===== src/rtl/mult_share_ctrl.sv =====
// Round-robin front end that time-shares one fixed-latency sequential multiplier
// between NUM_REQ requesters and returns each product tagged with its requester ID.
module mult_share_ctrl #(
  parameter int unsigned NUM_REQ      = 4,
  parameter int unsigned WIDTH        = 32,
  parameter int unsigned MULT_LATENCY = 20,
  parameter int unsigned ID_W         = $clog2(NUM_REQ)
) (
  input  logic                       clk,
  input  logic                       rst_n,
  input  logic [NUM_REQ-1:0]         req_valid,
  output logic [NUM_REQ-1:0]         req_ready,
  input  logic [NUM_REQ*WIDTH-1:0]   req_a,
  input  logic [NUM_REQ*WIDTH-1:0]   req_b,
  output logic                       rsp_valid,
  input  logic                       rsp_ready,
  output logic [ID_W-1:0]            rsp_id,
  output logic [2*WIDTH-1:0]         rsp_data,
  output logic                       mult_start,
  output logic [WIDTH-1:0]           mult_a,
  output logic [WIDTH-1:0]           mult_b,
  input  logic [2*WIDTH-1:0]         mult_out,
  output logic                       busy
);

  localparam int unsigned PROD_W = 2 * WIDTH;
  localparam int unsigned CNT_W  = $clog2(MULT_LATENCY + 1);

  typedef enum logic [1:0] {
    IDLE  = 2'd0,
    START = 2'd1,
    WAIT  = 2'd2,
    RESP  = 2'd3
  } state_e;

  state_e              state_q, state_d;
  logic [ID_W-1:0]     rr_ptr_q, rr_ptr_d;
  logic [ID_W-1:0]     id_q, id_d;
  logic [CNT_W-1:0]    cnt_q, cnt_d;
  logic [WIDTH-1:0]    mult_a_q, mult_a_d;
  logic [WIDTH-1:0]    mult_b_q, mult_b_d;
  logic                mult_start_q, mult_start_d;
  logic                rsp_valid_q, rsp_valid_d;
  logic [ID_W-1:0]     rsp_id_q, rsp_id_d;
  logic [PROD_W-1:0]   rsp_data_q, rsp_data_d;
  logic                busy_q, busy_d;

  logic                grant_found_c;
  logic [ID_W-1:0]     grant_id_c;
  logic                cnt_done_c;
  int unsigned         scan_idx;

  // Round-robin scan starting at rr_ptr, wrapping modulo NUM_REQ
  always_comb begin
    grant_found_c = 1'b0;
    grant_id_c    = '0;
    scan_idx      = 0;
    for (int unsigned off = 0; off < NUM_REQ; off++) begin
      scan_idx = 32'(rr_ptr_q) + off;
      if (scan_idx >= NUM_REQ) scan_idx = scan_idx - NUM_REQ;
      if (!grant_found_c && req_valid[ID_W'(scan_idx)]) begin
        grant_found_c = 1'b1;
        grant_id_c    = ID_W'(scan_idx);
      end
    end
  end

  assign cnt_done_c = (cnt_q == CNT_W'(MULT_LATENCY - 1));

  // State and datapath registers
  always_ff @(posedge clk or negedge rst_n) begin
    if (!rst_n) begin
      state_q      <= IDLE;
      rr_ptr_q     <= '0;
      id_q         <= '0;
      cnt_q        <= '0;
      mult_a_q     <= '0;
      mult_b_q     <= '0;
      mult_start_q <= 1'b0;
      rsp_valid_q  <= 1'b0;
      rsp_id_q     <= '0;
      rsp_data_q   <= '0;
      busy_q       <= 1'b0;
    end else begin
      state_q      <= state_d;
      rr_ptr_q     <= rr_ptr_d;
      id_q         <= id_d;
      cnt_q        <= cnt_d;
      mult_a_q     <= mult_a_d;
      mult_b_q     <= mult_b_d;
      mult_start_q <= mult_start_d;
      rsp_valid_q  <= rsp_valid_d;
      rsp_id_q     <= rsp_id_d;
      rsp_data_q   <= rsp_data_d;
      busy_q       <= busy_d;
    end
  end

  // Next-state logic
  always_comb begin
    state_d = state_q;
    case (state_q)
      IDLE:    if (grant_found_c) state_d = START;
      START:   state_d = WAIT;
      WAIT:    if (cnt_done_c) state_d = RESP;
      RESP:    if (rsp_valid_q && rsp_ready) state_d = IDLE;
      default: state_d = IDLE;
    endcase
  end

  // Datapath and output next values
  always_comb begin
    req_ready    = '0;
    rr_ptr_d     = rr_ptr_q;
    id_d         = id_q;
    cnt_d        = cnt_q;
    mult_a_d     = mult_a_q;
    mult_b_d     = mult_b_q;
    mult_start_d = 1'b0;
    rsp_valid_d  = rsp_valid_q;
    rsp_id_d     = rsp_id_q;
    rsp_data_d   = rsp_data_q;
    busy_d       = (state_d != IDLE);
    case (state_q)
      IDLE: begin
        if (grant_found_c) begin
          req_ready[grant_id_c] = 1'b1;
          mult_a_d     = req_a[32'(grant_id_c) * WIDTH +: WIDTH];
          mult_b_d     = req_b[32'(grant_id_c) * WIDTH +: WIDTH];
          id_d         = grant_id_c;
          rr_ptr_d     = (grant_id_c == ID_W'(NUM_REQ - 1)) ? '0 : grant_id_c + ID_W'(1);
          mult_start_d = 1'b1;
        end
      end
      START: cnt_d = '0;
      WAIT: begin
        cnt_d = cnt_q + CNT_W'(1);
        if (cnt_done_c) begin
          rsp_valid_d = 1'b1;
          rsp_id_d    = id_q;
          rsp_data_d  = mult_out;
        end
      end
      RESP: if (rsp_ready) rsp_valid_d = 1'b0;
      default: ;
    endcase
  end

  assign rsp_valid  = rsp_valid_q;
  assign rsp_id     = rsp_id_q;
  assign rsp_data   = rsp_data_q;
  assign mult_start = mult_start_q;
  assign mult_a     = mult_a_q;
  assign mult_b     = mult_b_q;
  assign busy       = busy_q;

endmodule


===== config.mk =====
export PLATFORM = sky130hd
export DESIGN_NAME = mult_share_ctrl
export DESIGN_NICKNAME = d
export VERILOG_FILES = /design/src/rtl/mult_share_ctrl.sv
export SDC_FILE = /design/constraint.sdc
export NUM_CORES = 1
export LEC_CHECK = 0
export ABC_AREA = 1
export CAP_MARGIN = 25
export CORE_AREA = 5 5 176 178
export DETAILED_ROUTE_END_ITERATION = 8
export DIE_AREA = 0 0 181 183
export DONT_BUFFER_PORTS = 1
export GPL_ROUTABILITY_DRIVEN = 0
export MAX_ROUTING_LAYER = met4
export SYNTH_ARGS = -nofsm -noshare
export SYNTH_HDL_FRONTEND = slang
export SYNTH_SLANG_ARGS = --single-unit

===== constraint.sdc =====
create_clock -name clk -period 5.7 [get_ports clk]
set_input_delay 1.14 -clock clk [delete_from_list [all_inputs] [get_ports clk]]
set_output_delay 1.14 -clock clk [all_outputs]
set_load 0.02 [all_outputs]

==> results.json <==
{
  "top_usage_layer": "met2",
  "drtAntennaViolNets": 0,
  "fmax_mhz": 223,
  "drc": 0,
  "synth_edf_count": 0,
  "place_hpwl_mm": 20.5,
  "final_layout_size_suffix_gt1_frac": 0.0567,
  "period_share": 0.788,
  "drt_iter0_drc": 453,
  "clockBufferDepth": 2,
  "gr-total-overflow": 0,
  "max_stage_delay_ns": 0.52,
  "r2r-start": "rr_ptr_q[0]$_DFFE_PN0P_",
  "grt_max_degree": 145,
  "synth_area_leader_cell": "dfrtp_1",
  "critPathCapture": "req_ready[0]",
  "initial_core_util": 0.293,
  "first_pass_iters": 5,
  "cts.htree.levels": 4,
  "p_clk_frac": 0.179,
  "cp_num_cells": 11,
  "root_buffer": "clkbuf_16",
  "stdcell_area_mm2": 0.00938,
  "crit_chain": "inv_1 > nand2_1 > nand3_1 > nand2_1 > nor2_4 > nand3_4 > buf_4 > nand2_4 > inv_2 > nand2_1 > nor2_1",
  "pwr-share-comb": 0.531,
  "cts_tree": "yes",
  "vias": 7934,
  "grt_use_met2": 0.252,
  "dieArea_mm2": 0.0331,
  "peakVddDrop_v": 0.000427,
  "path_max_fanout": 59,
  "cp_common_cell": "nand2_1",
  "grt_pass1_vias": 7635,
  "synthDistinctLibCells": 28,
  "switching_share": 0.533,
  "syn_area_per_cell_um2": 6.75,
  "synth.cell_area_mm2": 0.00856,
  "synth_top_family_by_area": "simple AND/OR/NAND/NOR gates",
  "p_int_mw": 3.09,
  "fin_skew_ns": 0.0100,
  "coreArea_mm2": 0.0292,
  "synthAdderAreaFrac": 0.0102,
  "num_rows": 63,
  "track_usage": 0.163,
  "final.setup.worst_slack_ns": 1.21,
  "post-place-ws_ns": 1.18,
  "drv_cap": 0,
  "rsz0062_at_grt": "false",
  "antenna_found_initial": 1,
  "die_w_um": 181,
  "crit_family": "simple AND/OR/NAND/NOR gates",
  "switching_power_mw": 3.54,
  "insertion_delay_ns": 0.42,
  "slew_violations": 0,
  "cts_hold_buf": 0,
  "fin_nets": 1556,
  "via_per_inst": 4.88,
  "async_flop_share": 1.00,
  "synth_compound_area_frac": 0.0424,
  "wl_mm": 27.7,
  "pin_count": 464,
  "crit_path_start_kind": "input pin",
  "areaGrowthSynthToFinish_pct": 9.58,
  "period_minus_slack_ns": 4.49,
  "clk_pin_slew_ns": 0.07,
  "dpl-instance-area_mm2": 0.00875,
  "yosysMostFrequentCell": "nand2_1",
  "reg2reg_slack_ns": 2.23,
  "setup_violations": 0,
  "cp.required_ns": 4.56,
  "worst_pin_slew_ns": 0.930,
  "dieHeight_um": 183,
  "cts_setup_buffers": 0,
  "synth_ff_type": "dfrtp_1",
  "synth-seq-area-share": 0.421,
  "critPathBufInv": 3,
  "ff2ff_path_depth": 12,
  "yosys.area.top_type_share": 0.421,
  "yosys_warnings": 0,
  "synthTopCellsByArea": "dfrtp_1, nand2_1, inv_1",
  "grt_use_met3": 0.0537,
  "cts_sinks": 144,
  "synthTopCellsByCount": "nand2_1, inv_1, dfrtp_1, nand3_1, nand4_1",
  "leakage_nw": 5.25,
  "gr-usage-met1": 0.206,
  "worst_r2r_endpoint": "mult_a[10]$_DFFE_PN0P_",
  "hold_viol": 0,
  "syn_nets": 1601,
  "critPathKind": "in -> out",
  "p_seq_frac": 0.290,
  "portBuffers": 0,
  "powerDensity_mw_per_mm2": 707,
  "synthXorXnorAreaFrac": 0,
  "endpoint_kind": "output port",
  "holdCritPathClass": "in -> async",
  "crit_arrival_ns": 3.35,
  "critPathLaunch": "req_valid[0]",
  "synthSimpleGateAreaFrac": 0.402,
  "syn_inst": 1267,
  "grt_pass1_wl_mm": 42.1,
  "muxShareOfSynthArea": 0,
  "slew_headroom": 0.378,
  "cp_slowest_cell": "buf_4",
  "avgRoutedWirePerCell_um": 17.0,
  "fin_setup_tns_ns": 0,
  "synth_seq_cells": 144,
  "cts_resized": 0,
  "cts_buffers": 17,
  "holdWs_ns": 0.415,
  "outcome": "complete, no violations"
}
==> cell usage in the layout (no fill, tap or decap), types with 2 or more instances in the layout <==
| cell | n |
|---|---|
| nor2_4 | 3 |
| nand3_4 | 2 |
| inv_4 | 2 |
| nand3_1 | 91 |
| nand4_1 | 59 |
| dfrtp_1 | 144 |
| and3_1 | 2 |
| clkbuf_16 | 17 |
| clkinv_4 | 2 |
| o21ai_0 | 8 |
| nand3_2 | 10 |
| buf_4 | 12 |
| clkinvlp_4 | 2 |
| inv_8 | 2 |
| o211ai_1 | 35 |
| nand2_4 | 2 |
| inv_1 | 171 |
| ha_1 | 7 |
| a21oi_1 | 6 |
| bufinv_16 | 3 |
| inv_6 | 3 |
| inv_2 | 4 |
| nand2_1 | 622 |
| nor3_1 | 5 |
| nand2_2 | 3 |
| nor2_1 | 10 |
==> power groups by stage <==
stage	clock network [mW]	registers (mW)	logic [mW]
floorplan	0	1.81	2.96
global placement	0	1.95	3.48
detailed placement	0	1.95	3.54
CTS	1.24	1.93	3.55
global route	1.28	1.96	4.02
finish	1.19	1.92	3.52
==> how the worst min path moves through the flow <==
| stage | start | slack [ns] | to | cells after the start |
|---|---|---|---|---|
| 2_1_floorplan | cnt_q[0]$_DFFE_PN0P_ | 0.47 | cnt_q[0]$_DFFE_PN0P_ | 1 |
| 4_1_cts | rst_n | 0.38 | mult_b[28]$_DFFE_PN0P_ | 0 |
| 3_3_place_gp | cnt_q[0]$_DFFE_PN0P_ | 0.49 | cnt_q[0]$_DFFE_PN0P_ | 1 |
| 3_5_place_dp | id_q[1]$_DFFE_PN0P_ | 0.50 | id_q[1]$_DFFE_PN0P_ | 2 |
| 6_report | rst_n | 0.41 | mult_b[28]$_DFFE_PN0P_ | 0 |
| 5_1_grt | rst_n | 0.38 | mult_b[28]$_DFFE_PN0P_ | 0 |
==> cell families after synthesis <==
logic type               after synthesis
AND/OR/NAND/NOR                      810
flip-flops                           144
adder cells (fa/ha/maj)                7
AO/OA/AOI/OAI                         53
buffers and inverters                253
==> worst register-to-register path, stage by stage (launching register included) <==
cell and delay (ns):
dfrtp_1 0.59, inv_4 0.13, nand2_1 0.13, nand3_1 0.10
nand2_1 0.14, nor2_4 0.07, nand3_4 0.07, buf_4 0.52
nand2_4 0.10, buf_4 0.28, nor2_4 0.83, o211ai_1 0.32
nand3_1 0.14
==> metrics by stage <==
stage,instances,total power [mW],utilization
after floorplan,1267,4.77,-
after global placement,1593,5.44,0.299
after detailed placement,1593,5.48,0.299
after CTS,1625,6.72,0.320
after global routing,1626,7.26,0.321
final,1626,6.63,0.321
==> flip-flops by register name, indices dropped and copies added (netlist names) <==
| name | cells |
|---|---|
| rsp_data | 64 |
| rsp_id | 2 |
| mult_start | 1 |
| rsp_valid | 1 |
| rr_ptr_q | 2 |
| id_q | 2 |
| mult_b | 32 |
| cnt_q | 5 |
| state_q | 2 |
| busy | 1 |
| mult_a | 32 |
==> layer usage <==
metal  vias up  routed length (um)
met5         -                   0
met4         0                 389
met3        22                2780
met2       405               13000
met1      3675               11500
li1       3832                   -
==> cell type report <==
type                       instances  area [um2]
timing repair buffer              12        90.1
fill                            3207       19900
multi-input combinational        870        3900
clock inverter                    13         176
sequential                       144        3600
inverter                         177         669
antenna                            1        2.50
tap                              390         488
clock buffer                      19         443
No activity file was read; power rests on OpenSTA's default activity.
